## config.mk

```make
export PLATFORM = sky130hd
export DESIGN_NAME = sqrt_seq_ctrl
export DESIGN_NICKNAME = d
export VERILOG_FILES = /design/src/rtl/sqrt_seq_ctrl.sv
export SDC_FILE = /design/constraint.sdc
export NUM_CORES = 1
export LEC_CHECK = 0
export ABC_AREA = 1
export CAP_MARGIN = 40
export CORE_ASPECT_RATIO = 1.1
export CORE_MARGIN = 8
export CORE_UTILIZATION = 43
export CTS_CLUSTER_DIAMETER = 150
export CTS_CLUSTER_SIZE = 25
export DETAILED_ROUTE_END_ITERATION = 16
export GPL_ROUTABILITY_DRIVEN = 1
export PLACE_DENSITY = 0.76
export SLEW_MARGIN = 20
export SYNTH_ARGS = -nofsm -noshare
export SYNTH_HDL_FRONTEND = slang
export SYNTH_SLANG_ARGS = --single-unit
```

## constraint.sdc

```tcl
create_clock -name clk -period 1.8 [get_ports clk]
set_input_delay 0.54 -clock clk [delete_from_list [all_inputs] [get_ports clk]]
set_output_delay 0.54 -clock clk [all_outputs]
set_load 0.01 [all_outputs]
```

## src/rtl/sqrt_seq_ctrl.sv

```systemverilog
// Sequencer for the iterative integer square root: one root bit per cycle, trial subtraction on a shared external adder.
// Latency: start accepted at T, done pulse at T+WIDTH/2+1; no backpressure, start is ignored while busy.
module sqrt_seq_ctrl #(
    parameter  int WIDTH = 32,
    localparam int AW    = WIDTH/2 + 3
) (
    input  logic                 clk,
    input  logic                 rst,
    input  logic                 start,
    input  logic [WIDTH-1:0]     radicand,
    output logic                 busy,
    output logic                 done,
    output logic [WIDTH/2-1:0]   root,
    output logic [WIDTH/2:0]     remainder,
    output logic [AW-1:0]        add_a,
    output logic [AW-1:0]        add_b,
    output logic                 add_cin,
    input  logic [AW-1:0]        add_sum,
    input  logic                 add_cout
);

    localparam int HW = WIDTH/2;
    localparam int CW = (HW > 1) ? $clog2(HW) : 1;

    typedef enum logic [1:0] {
        S_IDLE = 2'd0,
        S_ITER = 2'd1,
        S_DONE = 2'd2
    } state_t;

    state_t             state;
    state_t             state_nxt;

    logic [WIDTH-1:0]   rad_sh;
    logic [HW:0]        rem;
    logic [HW-1:0]      rt;
    logic [CW-1:0]      count;

    logic [AW-1:0]      r4;
    logic [AW-1:0]      t;
    logic [HW:0]        rem_nxt;
    logic [HW-1:0]      rt_nxt;
    logic               unused_sum_hi;

    // rem is HW+1 bits and t is HW+2 bits, so both fit AW exactly / with one spare bit.
    assign r4 = {rem, rad_sh[WIDTH-1:WIDTH-2]};
    assign t  = {1'b0, rt, 2'b01};

    // add_cout=1 means r4 >= t: keep the difference and set the root bit.
    assign rem_nxt = add_cout ? add_sum[HW:0] : r4[HW:0];
    assign rt_nxt  = {rt[HW-2:0], add_cout};

    assign unused_sum_hi = ^add_sum[AW-1:HW+1];

    always_ff @(posedge clk) begin
        if (rst) begin
            state <= S_IDLE;
        end else begin
            state <= state_nxt;
        end
    end

    always_comb begin
        state_nxt = state;
        case (state)
            S_IDLE:  if (start) state_nxt = S_ITER;
            S_ITER:  if (count == '0) state_nxt = S_DONE;
            S_DONE:  state_nxt = S_IDLE;
            default: state_nxt = S_IDLE;
        endcase
    end

    always_comb begin
        busy    = 1'b0;
        done    = 1'b0;
        add_a   = '0;
        add_b   = '0;
        add_cin = 1'b0;
        case (state)
            S_ITER: begin
                busy    = 1'b1;
                add_a   = r4;
                add_b   = ~t;
                add_cin = 1'b1;
            end
            S_DONE: begin
                busy = 1'b1;
                done = 1'b1;
            end
            default: ;
        endcase
    end

    always_ff @(posedge clk) begin
        if (rst) begin
            rad_sh    <= '0;
            rem       <= '0;
            rt        <= '0;
            count     <= '0;
            root      <= '0;
            remainder <= '0;
        end else begin
            case (state)
                S_IDLE: begin
                    if (start) begin
                        rad_sh <= radicand;
                        rem    <= '0;
                        rt     <= '0;
                        count  <= CW'(HW - 1);
                    end
                end
                S_ITER: begin
                    rem    <= rem_nxt;
                    rt     <= rt_nxt;
                    rad_sh <= rad_sh << 2;
                    count  <= count - 1'b1;
                    // Results latch on the final iteration so they are valid alongside done.
                    if (count == '0) begin
                        root      <= rt_nxt;
                        remainder <= rem_nxt;
                    end
                end
                default: ;
            endcase
        end
    end

endmodule
```

# Word-level counts from Yosys, hierarchy flattened
# Index checks and enable logic that the tools add are counted.
# Widths: inputs -> output; s select.
# totals
regBits	104
inputBits	55
output_inout_bits	74
elab_cells	37
# classes
addsub	1
eq_ne	4
n_mux	17
bitwise	1
n_reduce_logical	7
# op_table
operator	count
$pmux 32 s2	1
$mux 19	2
$mux 17	2
$pmux 17 s2	1
$mux 32	1
$pmux 16 s2	1
$not 18->19	1
$mux 16	1
$pmux 4 s2	1
$reduce_and 2->1	3
$logic_not 4->1	1
$mux 2	2
$mux 4	1
$ne 2x2->1 const B	2
$pmux 2 s2	1
$sub 4x1->4 const B	1
$mux 1	3
$eq 2x1->1 const B	1
$eq 2x2->1 const B	1
$logic_not 2->1	1
$reduce_bool 2->1	1
$reduce_or 2->1	1

# Longest topological paths before layout
# Gate-level depths: netlist of run 1.
# depth
depth_word	3
ltp_mapped	10
ltp_nobuf	9

# Worst setup path after synthesis of run 1
# OpenSTA, ideal clock, no wires.
# synth_path
kind	register to output
startpoint	register state[1]
endpoint	output port add_b[10]
t_arrival_ns	1.422
t_required_ns	1.260
path_slack_ns	-0.162
path_stages_with_launch	9
path_buffers	4
cell_sequence	dfxtp_1 > inv_1 > ha_1 > buf_4 > inv_4 > buf_6 > buf_4 > buf_6 > nor2_1
# synth_between
elab_chain_len	2
# synth_lines
item	line_no	text
from (decl)	31	state_t state;
from (signal assigned)	59	state <= state_nxt;
$eq 2x1->1	79	case (state)
$mux 19	79	
to (decl)	16	output logic [AW-1:0] add_b,
# Every way passes these cells.

# Worst setup path in the final report of run 1
# layout_path
startpoint	register state[1]
endpoint	output port add_b[3]
# Same word-level chain as after synthesis.

==> flow_summary.yaml, run 1 <==
setup_path:
  crit_chain: "inv_2, ha_4, buf_6, inv_8, buf_12, nor2_4, buf_6"
  slowest_delay_ps: 340
  path_class: "flop to output port"
  cp.buffers_inverters: 5
  cp.required_ps: 1260
  r2r_start: "state[1]"
  crit_start: "state[1]"
  crit_family: "buffers and inverters"
  crit_slowest_cell: "dfxtp_2"
  startpoint_type: "flop"
  crit_top_cell: "buf_6"
  crit_fanout: 7
  worstPathArrival_ps: 1420
  endpoint_kind: "output port"
synth:
  synthMuxAreaShare_pct: 0
  synthAdderAreaFrac_pct: 1.103
  syn_inst: 666
  synth_edf_count: 0
  synth_cell_types: 24
  synthXorXnorAreaFrac_pct: 0
  synthArstFlopShare_pct: 0
  avgSynthCellArea_sq_um: 6.814
  synth-simple-area-share_pct: 30.02
  synth_top_family_by_area: "simple AND/OR/NAND/NOR gates"
  mappedNetlistNets: 725
  synth_seq_area_share_pct: 45.88
  synth_compound_area_share_pct: 13.65
  ys.flop_type: "dfxtp_1"
  ys_ff_latch: 104
  syn_area_sq_mm: 0.004538
  ys_warn_count: 0
cts:
  cts.sink_count: 104
  root_buffer: "clkbuf_16"
  cts_max_level: 3
  worstSkewPairLatency_ps: 340
  cts-buffers-inserted: 9
  cts_tree: "yes"
  path_clk_slew_ps: 70
  clock_path_buffers: 2
power_and_ir_drop:
  irDropWorstVdd_mv: 0.4555
  report.power.total_mw: 5.854
  power_leakage_nw: 3.035
  power_density_mw_per_mm2: 895.4
route:
  routed_wl_microns: 12770
  drt_iter0_markers: 264
  wl_per_cell_microns: 13.57
  drc_errors: 0
  vias: 4621
  via_per_inst: 4.911
  route.antenna.remaining_nets: 0
  detail_route.first_pass.iterations: 4
final_layout:
  n_antenna_cell: 0
  layout_common_cells: "nand2_1, dfxtp_1, a21oi_1"
  drive_gt1_share_pct: 16.04
  final_common_cell: "nand2_1"
  area_growth_pct: 44.06
  nNetsFinal: 852
floorplan:
  die_y_microns: 123.7
  dieArea_sq_mm: 0.01410
  start_util_pct: 43.87
  num_rows: 39
  core_sq_mm: 0.01034
  die_w_microns: 114.0
  ios: 129
timing:
  drv_slew: 0
  hold_viol_final: 0
  rsz0062_at_grt: "true"
  fmax_mhz: 510.2
  finClkSkew_ps: 6.936
  fin_crit_sh_pct: 108.9
  slew_headroom_pct: 65.63
  setup_slack_ps: -160.0
  worstMarginPinSlew_ps: 515.6
  setup_viol: 36
  fin_crit_ps: 1960
  fin_setup_tns_ps: -3543
placed_design:
  place.gp.congestion: 0.8073
  numPortBuffers: 125
  dp_hpwl_microns: 9127
flow_run:
  drv_cap: 0
global_route:
  grt_max_degree: 53
  antenna_found_initial: 0
  grt-ovfl-total: 0
  grt_pass1_wl_microns: 20730
  grt_use_total_pct: 17.88
  grt_pass1_vias: 4435
worst_hold_path:
  worstHoldStart: "remainder[0]"
  hp-class: "flop to flop"
outcome:
  outcome: "complete, but fails checks"
  violations: "setup timing"
-- registers in the layout (all words and copies together), names as in the netlist --
signal	count
remainder	17
state	2
count	4
root	16
rt	16
rad_sh	32
rem	17
-- metrics by stage --
stage	hold slack [ps]	util (%)	cells	instance area, sq um	setup slack (ps)
final	460.1	63.20	941	6538	-160.0
after global routing	472.1	63.20	941	6538	-212.9
after CTS	461.0	61.97	941	6411	-184.1
after floorplan	439.2	-	666	4641	19.69
after global placement	447.4	59.12	920	6116	-146.5
after detailed placement	452.5	59.12	920	6116	-178.8
-- per-layer routing --
layer	routed length [microns]	up-vias	global-route usage, %
li1	-	2329	-
met1	5467	2133	20.05
met2	6349	141	32.45
met3	735	18	4.365
met4	216	0	6.328
met5	0	-	0
-- synth_stat cells (all sizes together) (2+ instances only) --
cell    count  share of area (%)
a21oi      88                9.7
a31oi      13                1.8
buf        38                5.5
clkbuf      9               0.74
clkinv      2               0.19
dfxtp     104                 46
ha          4                1.1
inv        33                2.8
nand2     327                 27
nand3       3               0.44
nor2       25                2.4
o21ai      18                2.0
-- power by group --
| group | leakage, nW | switching [mW] | internal [mW] | total, mW |
|---|---|---|---|---|
| combinational | 2.03 | 0.662 | 0.574 | 1.24 |
| sequential | 0.847 | 0.0675 | 2.42 | 2.49 |
| clock | 0.161 | 0.857 | 1.27 | 2.13 |
-- timing repair --
action,CTS,global route
buffers inserted,4,3
hold buffers,0,0
resized for setup,192,33
setup endpoints to repair,45,50
pin swaps,2,2
gates cloned,1,0
endpoints found under the hold margin,0,0
-- worst register-to-register path, cell delays in order, from the launching register on --
cell     delay, ps
dfxtp_2        340
inv_2           50
ha_4           170
buf_6          130
inv_8           70
buf_4          300
nor2_8          80
inv_2           80
buf_4          190
nand2_1         80
a21oi_1        130
-- final cells by class --
class | count | area, sq um
fillers | 961 | 3807
clock buffers | 11 | 242.7
repair buffers | 163 | 1619
flip-flops and latches | 104 | 2085
inverters | 35 | 140.1
well taps | 143 | 178.9
multi-input cells | 480 | 2186
clock inverters | 5 | 86.33
-- worst paths after layout --
path / to / slack, ps / cells after the start
setup / recovery: add_b[3] / -160 / 7
hold / removal: remainder[0] / 460 / 2
setup reg to reg: root[5] / 90 / 10
hold reg to reg: remainder[0] / 460 / 2
-- cells by family (layout without fill, tap and decap cells) --
kind of cell,Yosys count,count (layout)
DFF,104,104
other,1,1
buffers and inverters,82,214
adders and majority gates,4,4
and+or+nand+nor,355,355
AOI/OAI and AO/OA,120,120
No activity file was read; power rests on OpenSTA's default activity.
==> inputs of run 2 (changes only) <==
--- a/config.mk
+++ b/config.mk
@@ -14,8 +14,9 @@
 export CTS_CLUSTER_SIZE = 25
 export DETAILED_ROUTE_END_ITERATION = 16
 export GPL_ROUTABILITY_DRIVEN = 1
+export MAX_ROUTING_LAYER = met4
 export PLACE_DENSITY = 0.76
-export SLEW_MARGIN = 20
+export SLEW_MARGIN = 10
 export SYNTH_ARGS = -nofsm -noshare
 export SYNTH_HDL_FRONTEND = slang
 export SYNTH_SLANG_ARGS = --single-unit
==> run 2 against run 1 <==
  * The flow still finishes with violations (setup timing)
  * Sequential power hardly changed
  * First-iteration DRC count is 3.0% higher
  * Flip-flop and latch count stayed put
  * Non-clock buffer count stayed put
  * Die area stayed put
  * Worst hold slack worse by 1.9 ps
  * Sequential share of layout area stayed put
  * Total power hardly changed
  * Setup slack better by 0.90 ps
  * Count of clock-buffer cells in the layout stayed put
  * Global-route usage is 0.57 points higher
  * Critical path type unchanged
  * Critical endpoint unchanged
  * Largest cell class unchanged
  * Largest power group unchanged
==> flow_summary.yaml, run 2 (synthesized netlist as in run 1, its figures left out) <==
route:
  route.antenna.remaining_nets: 0
  drt_iter0_markers: 272
  routed_wl_microns: 12750
  via_per_inst: 4.919
  wl_met2_microns: 6366
  met1Wirelength_microns: 5495
  drc_errors: 0
  vias: 4629
  detail_route.first_pass.iterations: 6
  met3WireLength_microns: 652
  wl_per_cell_microns: 13.55
  routed.top_layer: "met4"
cts:
  path_clk_slew_ps: 70
  cts-buffers-inserted: 9
  cts_max_level: 3
  hold_buffers: 0
  cts_tree: "yes"
  cts.sink_count: 104
  root_buffer: "clkbuf_16"
  clock_path_buffers: 2
  worstSkewPairLatency_ps: 340
timing:
  hold_viol_final: 0
  finClkSkew_ps: 8.339
  setup_slack_ps: -159.1
  fin_setup_tns_ps: -3517
  worstMarginPinSlew_ps: 513.8
  fin_crit_sh_pct: 108.8
  fmax_mhz: 510.4
  slew_headroom_pct: 65.75
  setup_viol: 36
  rsz0062_at_grt: "true"
  drv_slew: 0
  fin_crit_ps: 1959
setup_path:
  startpoint_type: "flop"
  path_class: "flop to output port"
  crit_chain: "inv_2, ha_4, buf_6, inv_8, buf_12, nor2_4, buf_6"
  crit_slowest_cell: "dfxtp_2"
  crit_family: "buffers and inverters"
  slowest_delay_ps: 340
  crit_top_cell: "buf_6"
  cp.buffers_inverters: 5
  endpoint_kind: "output port"
  crit_fanout: 7
  cp.required_ps: 1260
  worstPathArrival_ps: 1420
power_and_ir_drop:
  irDropWorstVdd_mv: 0.4578
  power_density_mw_per_mm2: 895.6
  combPwrFrac_pct: 21.1
  switchingPower_mw: 1.588
  swShare_pct: 27.13
  pwr-share-seq_pct: 42.5
  p_int_mw: 4.267
  report.power.total_mw: 5.855
  pwr-share-clk_pct: 36.4
  power_leakage_nw: 3.035
final_layout:
  final_common_cell: "nand2_1"
  nNetsFinal: 852
  largest_reg_flops: 32
  layout_common_cells: "nand2_1, dfxtp_1, a21oi_1"
  largestRegisters: "rad_sh: 32 flops, rem: 17 flops, remainder: 17 flops"
  area_growth_pct: 44.06
  largest_register: "rad_sh"
  n_antenna_cell: 0
  drive_gt1_share_pct: 16.04
global_route:
  grt_pass1_wl_microns: 20750
  grt_pass1_vias: 4429
  grt_max_degree: 53
  grt_use_total_pct: 18.45
  grt-ovfl-total: 0
  antenna_found_initial: 0
flow_run:
  drv_cap: 0
floorplan:
  ios: 129
  start_util_pct: 43.87
  die_y_microns: 123.7
  core_sq_mm: 0.01034
  num_rows: 39
  die_w_microns: 114.0
  dieArea_sq_mm: 0.01410
worst_hold_path:
  hp-class: "flop to flop"
placed_design:
  place_ws_ps: -178.8
  numPortBuffers: 125
  place.gp.congestion: 0.8191
  dp_hpwl_microns: 9127
outcome:
  violations: "setup timing"
  outcome: "complete, but fails checks"
-- run 2: cell counts in the layout (fill, tap and decap cells not counted) --
No cell type changed its count.
-- run 2: stage by stage --
stage	area [sq um]	std cells	utilization [%]	hold WS (ps)
5_1_grt	6538	941	63.20	472.1
3_3_place_gp	6116	920	59.12	447.4
6_report	6538	941	63.20	458.2
2_1_floorplan	4641	666	-	439.2
4_1_cts	6411	941	61.97	461.0
3_5_place_dp	6116	920	59.12	452.5
-- run 2: area by class of cell --
cell class              instances  area (sq um)
clock buffers                  11         242.7
clock inverters                 5         86.33
fillers                       961          3807
inverters                      35         140.1
multi-input cells             480          2186
flip-flops and latches        104          2085
well taps                     143         178.9
repair buffers                163          1619
-- run 2: power groups by stage --
stage	sequential (mW)	combinational [mW]	clock, mW
CTS	2.49	1.19	2.18
global placement	2.54	1.14	0
global route	2.50	1.34	2.27
finish	2.49	1.24	2.13
detailed placement	2.54	1.16	0
floorplan	2.53	0.685	0
-- run 2: routing by layer --
| layer | vias up | track usage, % |
|---|---|---|
| li1 | 2328 | - |
| met1 | 2157 | 20.23 |
| met2 | 125 | 32.45 |
| met3 | 19 | 4.219 |
| met4 | 0 | 6.328 |
| met5 | - | - |
-- run 2: final timing paths --
path / startpoint / endpoint / slack [ps] / cells after the start
setup / recovery: state[1] / add_b[3] / -160 / 7
hold reg to reg: remainder[0] / remainder[0] / 460 / 2
setup reg to reg: state[1] / root[5] / 100 / 10
hold / removal: remainder[0] / remainder[0] / 460 / 2
-- run 2: timing repair --
item | 4_1_cts | 5_1_grt
pin swaps | 2 | 2
resized for setup | 192 | 33
buffers inserted | 4 | 3
setup endpoints to repair | 45 | 50
gates cloned | 1 | 0
-- run 2: worst reg2reg max path, delay by kind of cell, from the launching register on --
| family | cells | cell delay (ps) |
|---|---|---|
| adder cells (fa/ha/maj) | 1 | 170 |
| AND/OR/NAND/NOR | 2 | 160 |
| buffers and inverters | 6 | 820 |
| flip-flops | 1 | 340 |
| AO/OA/AOI/OAI | 1 | 130 |
==> RTL edit 1, RTL diff (config.mk and constraints of run 1) <==
`WIDTH`: 32 -> 16.
--- a/src/rtl/sqrt_seq_ctrl.sv
+++ b/src/rtl/sqrt_seq_ctrl.sv
@@ -2,5 +2,5 @@
 // Latency: start accepted at T, done pulse at T+WIDTH/2+1; no backpressure, start is ignored while busy.
 module sqrt_seq_ctrl #(
-    parameter  int WIDTH = 32,
+    parameter  int WIDTH = 16,
     localparam int AW    = WIDTH/2 + 3
 ) (
Interface: changed (6 resized); port bits go from 129 to 73. The function was not compared with the original's and may differ.
==> RTL edit 1 against run 1 <==
The flow still finishes with violations (setup timing); final cell count fell by 44%; sequential cell count fell by 49; area after synthesis fell by 45%; total power fell by 28%; count of clock-buffer cells in the layout fell by 6; cell area fell by 47%; critical path depth did not move; worst setup slack improved by 0.081 ns; routed wire length fell by 48%; clock power fell by 67%.
==> RTL edit 1: results (changes against run 1) <==
Logic synthesis
  – Leading post-synthesis cells by cell area: dfxtp_1 44%, nand2_1 23%, a21oi_1 7.2%
  – Sequential fraction of the synthesis area: 43.74% (-2.1 points)
  – Top post-synthesis cells by count: 151 x nand2_1, 55 x dfxtp_1, 40 x nor2_1
  – Syn_nets: 409 (-44%)
  – Number of library cell types mapped by synthesis: 20 (-17%)

Timing
  – Skew final: 0.007578 ns (+0.0006418 ns)
  – # setup viols final: 5 (-86%)
  – Setup slack after layout: -0.07850 ns (+0.08150 ns)

Detailed routing
  – Starting DRT DRC Count: 182 (-31%)
  – Routed WL: 6.647 mm (-48%)

Global routing
  – Total GRT Usage: 15.90% (-2.0 points)
  – First-pass GRT wire length: 10.78 mm (-48%)
  – Largest net degree at the start of global routing: 35 (-34%)
  – Vias in the first global route: 2,362 (-47%)

Cells and area
  – Final nets: 481 (-44%)
  – Share of layout cells above drive strength 1: 19.28% (+3.2 points)
  – Largest regs: rad_sh: 16 flops, rem: 9 flops, remainder: 9 flops

Clock network
  – Clock Root Buffer: clkbuf_8
  – Clock latency on the worst-skew pair: 0.31 ns (-0.03 ns)

Worst setup path
  – CP arrival: 1.34 ns (-0.08 ns)
  – RR Endpoint: rem[2]$_SDFFE_PP0P_
  – CP Max Fanout: 5 (-2)
  – Worst R2R Path Depth: 9 (-1)

Hold path
  – Hold Path Sink: count[2]$_SDFFE_PP0P_
  – Critical hold path startpoint: count[2]$_SDFFE_PP0P_

Status
  – Failing checks: setup timing
  – Status: complete, but fails checks

Placement
  – GPL Wtd Cong: 0.7768 (-3.8%)

Power and ir drop
  – Peak VDD IR: 0.6323 mV (+39%)
==> RTL edit 1: final cells by class <==
cell class              count  area, sq um  area share (%)
multi-input cells         263         1205           34.90
repair buffers             88        829.5           24.03
flip-flops and latches     55         1104           31.97
clock inverters             3        22.52          0.6524
inverters                  32        126.4           3.661
clock buffers               5        68.82           1.993
well taps                  77        96.34           2.791
==> RTL edit 1: timing repair <==
item | CTS | global route
gates resized for setup | 108 | 39
setup buffers | 4 | 0
cloned | 0 | 0
pin swaps | 1 | 1
setup endpoints to repair | 26 | 42
==> RTL edit 1: report_power, final <==
| group | internal (mW) | switching (mW) | total, mW |
|---|---|---|---|
| logic | 0.780 | 1.14 | 1.92 |
| registers | 1.43 | 0.135 | 1.57 |
| clock network | 0.282 | 0.421 | 0.704 |
==> RTL edit 1: cells by family (layout without fill, tap and decap cells) <==
kind of cell	Yosys count	after routing	share of synthesized area (%)
other	1	1	0.1490
AOI/OAI and AO/OA	63	63	12.97
adders and majority gates	5	5	2.485
DFF	55	55	43.74
buffers and inverters	55	128	11.08
and+or+nand+nor	194	194	29.57
==> RTL edit 1: routing by layer <==
metal  routed length [microns]  vias to the layer above  global-route usage [%]  part of all wire, %
met2                      3138                       70                   26.72                   47
met1                      3054                     1101                   19.75                   46
met4                        89                        0                   5.825                  1.3
li1                          -                     1282                       -                    -
met3                       365                        6                   2.904                  5.5
met5                         0                        -                       0                    0
==> RTL edit 1: critical path, delay by kind of cell, from the launching register on <==
family,cells,cell delay [ns]
fa+ha+maj,1,0.18
simple gates,1,0.06
flops,1,0.35
buf+inv,5,0.45
==> RTL edit 1: stage by stage <==
step | setup TNS (ns) | instance area [sq um] | std cells | total power, mW | hold WS [ns]
after floorplan | 0 | 2520 | 373 | 2.784 | 0.4389
after global placement | -2.589 | 3277 | 511 | 3.383 | 0.4445
after detailed placement | -3.957 | 3277 | 511 | 3.411 | 0.4535
after CTS | -0.6377 | 3342 | 523 | 4.118 | 0.4684
after global routing | -0.7008 | 3452 | 523 | 4.495 | 0.4926
final | -0.3854 | 3452 | 523 | 4.192 | 0.4694
==> RTL edit 1: worst max path at each step <==
stage	startpoint	end	slack [ns]	cells past startpoint
2_1_floorplan	state[1]$_SDFFE_PP0P_	add_a[8]	0.05	7
3_3_place_gp	state[1]$_SDFFE_PP0P_	add_a[10]	-0.15	6
3_5_place_dp	state[1]$_SDFFE_PP0P_	add_a[0]	-0.19	6
4_1_cts	state[1]$_SDFFE_PP0P_	add_a[1]	-0.11	7
5_1_grt	state[1]$_SDFFE_PP0P_	add_a[1]	-0.13	7
6_report	state[1]$_SDFFE_PP0P_	add_a[1]	-0.08	7
==> RTL edit 2, RTL diff (flow settings as in run 1) <==
Without the edit above. Encoding of `state_t`: now one-hot (3 bits for 3 states).
--- a/src/rtl/sqrt_seq_ctrl.sv
+++ b/src/rtl/sqrt_seq_ctrl.sv
@@ -23,8 +23,8 @@
     localparam int CW = (HW > 1) ? $clog2(HW) : 1;
 
-    typedef enum logic [1:0] {
-        S_IDLE = 2'd0,
-        S_ITER = 2'd1,
-        S_DONE = 2'd2
+    typedef enum logic [2:0] {
+        S_IDLE = 3'b001,
+        S_ITER = 3'b010,
+        S_DONE = 3'b100
     } state_t;
 
Behaviour: same outputs for any inputs over 10 cycles, from zero or initial values and one cycle with rst high; not proved beyond that.
==> RTL edit 2 against run 1 <==
The run still ends with setup timing left; sequential share of layout area rose by 2.1 points; routed wire length fell by 3.0%; worst setup slack improved by 0.13 ns; register-to-register slack improved by 0.12 ns; fmax rose by 6.9%; sequential cell count rose by 1; area after synthesis rose by 0.28%; via count fell by 0.48%; cell area fell by 5.2%; count of clock-buffer cells in the layout fell by 2; critical path type unchanged; critical endpoint is now add_a[7]; highest routed layer unchanged.
Power is not compared: it rests on default switching activity, and its combinational part moved more than twofold at a synthesized area within 25%.
==> RTL edit 2: results (changes against run 1) <==
Global routing
  – Largest net degree at the start of global routing: 51 (-3.8%)
  – First-pass GRT wire length: 20.34 mm (-1.9%)
  – Total GRT Usage: 17.49% (-0.38 points)
  – Initial antenna violation count: 0 (unchanged)
  – Vias in the first global route: 4,418 (-0.38%)

Clock network
  – Worst-path clk slew: 0.07 ns (about the same)
  – Clock latency on the worst-skew pair: 0.34 ns (about the same)

Power and ir drop
  – Sequential Power Share: 49.1%
  – Static Leak: 2.846 nW

Timing
  – # setup viols final: 15 (-58%)
  – Skew final: 0.009607 ns (+0.002671 ns)
  – Setup TNS: -0.1540 ns (+3.389 ns)
  – Setup slack after layout: -0.03304 ns (+0.1269 ns)
  – Rel. slew slack: 66.49% (+0.87 points)

Logic synthesis
  – Top post-synthesis cells by count: 208 x nand2_1, 106 x nor2_1, 105 x dfxtp_1
  – Number of library cell types mapped by synthesis: 23 (-4.2%)
  – Synth Flop Type: dfxtp_1
  – Leading post-synthesis cells by cell area: dfxtp_1 46%, nand2_1 17%, nor2_1 8.7%
  – Mapped Cells: 674 (+1.2%)
  – Syn_nets: 730 (+0.69%)
  – Sequential fraction of the synthesis area: 46.19% (+0.31 points)

Worst setup path
  – CP arrival: 1.29 ns (-0.13 ns)
  – RR Endpoint: rad_sh[31]$_SDFFE_PP0P_
  – CP startpoint kind: register
  – CP Max Fanout: 20 (+13)
  – RR Startpoint: state[0]$_SDFFE_PP1P_
  – Setup crit end: add_a[7]
  – R2r setup slk: 0.21 ns (+0.12 ns)
  – Worst R2R Path Depth: 9 (-1)

Cells and area
  – # fillers: 978 (+1.8%)
  – Share of layout cells above drive strength 1: 14.20% (-1.8 points)
  – Final nets: 840 (-1.4%)

Detailed routing
  – DR vias: 4,599 (-0.48%)
  – Starting DRT DRC Count: 267 (+1.1%)
  – Vias per inst: 4.935 (+0.48%)
  – Routed WL per cell: 13.30 microns (-2.0%)
  – DR pass1 iterations: 5 (+1)

Placement
  – GPL Wtd Cong: 0.7702 (-4.6%)
  – Dpl cell area: 5978 sq um (-2.3%)
  – Post-Place Cells: 915 (-0.54%)
  – HPWL after DPL: 8.835 mm (-3.2%)
  – Worst slack at placement: -0.1093 ns (+0.06945 ns)

Status
  – Failing checks: setup timing
  – Status: complete, but fails checks
[RTL edit 2: cell types whose count changed in the layout (fill, tap and decap cells not counted), moves of 9 or more]
cell / run 1 / this run
nand3_1: 2 / 57
buf_6: 25 / 3
a31oi_1: 13 / 0
buf_4: 25 / 16
nor2_4: 16 / 2
nor2_2: 0 / 16
buf_2: 20 / 39
nand2_1: 323 / 207
a21oi_1: 88 / 50
o21ai_0: 12 / 54
nor2_1: 8 / 90
[RTL edit 2: through the flow]
step	utilization, %	power (mW)
floorplan	-	2.841
global placement	57.79	3.079
detailed placement	57.79	3.099
CTS	59.39	5.078
global route	59.91	5.256
finish	59.91	5.023
[RTL edit 2: worst min path at each step]
| stage | slack (ns) | endpoint | from |
|---|---|---|---|
| global route | 0.48 | remainder[13]$_SDFFE_PP0P_ | remainder[13]$_SDFFE_PP0P_ |
| global placement | 0.45 | root[9]$_SDFFE_PP0P_ | root[9]$_SDFFE_PP0P_ |
| CTS | 0.46 | root[13]$_SDFFE_PP0P_ | root[13]$_SDFFE_PP0P_ |
| detailed placement | 0.45 | root[13]$_SDFFE_PP0P_ | root[13]$_SDFFE_PP0P_ |
| floorplan | 0.44 | count[1]$_SDFFE_PP0P_ | count[1]$_SDFFE_PP0P_ |
| finish | 0.46 | root[13]$_SDFFE_PP0P_ | root[13]$_SDFFE_PP0P_ |
[RTL edit 2: repair_timing]
| action | 4_1_cts | 5_1_grt |
|---|---|---|
| buffers inserted | 0 | 1 |
| hold buffers | 0 | 0 |
| resized for setup | 179 | 18 |
| endpoints found under the hold margin | 0 | 0 |
| endpoints found under the setup margin | 60 | 100 |
| gates cloned | 0 | 0 |
| pin swaps | 1 | 2 |
[RTL edit 2: worst max-delay path, delay by kind of cell (launching register included)]
kind / cells / cell delay (ns)
buffers and inverters: 3 / 0.40
DFF: 1 / 0.34
and+or+nand+nor: 2 / 0.20
[RTL edit 2: kinds of logic (layout without fill, tap and decap cells)]
kind of cell / after synthesis / after routing / synth area share (%)
simple gates: 379 / 379 / 33.43
flops: 105 / 105 / 46.19
compound gates: 104 / 104 / 11.44
buf+inv: 84 / 199 / 8.578
fa+ha+maj: 1 / 1 / 0.2749
other cells: 1 / 1 / 0.08241
[RTL edit 2: cell type report]
cell class                      instances  area [sq um]  area share [%]
Multi-Input combinational cell        485          2121           34.22
Sequential cell                       105          2105           33.96
Timing Repair Buffer                  150          1356           21.89
Clock buffer                            9         225.2           3.634
Tap cell                              143         178.9           2.887
Inverter                               33         126.4           2.039
Clock inverter                          7         85.08           1.373
[RTL edit 2: layer usage]
layer / vias to the layer above / wire length [microns] / track usage, %
met1: 2095 / 5374 / 20.28
met4: 0 / 187 / 7.077
met2: 146 / 6069 / 31.04
li1: 2345 / - / -
met3: 13 / 760 / 3.589
met5: - / 0 / 0
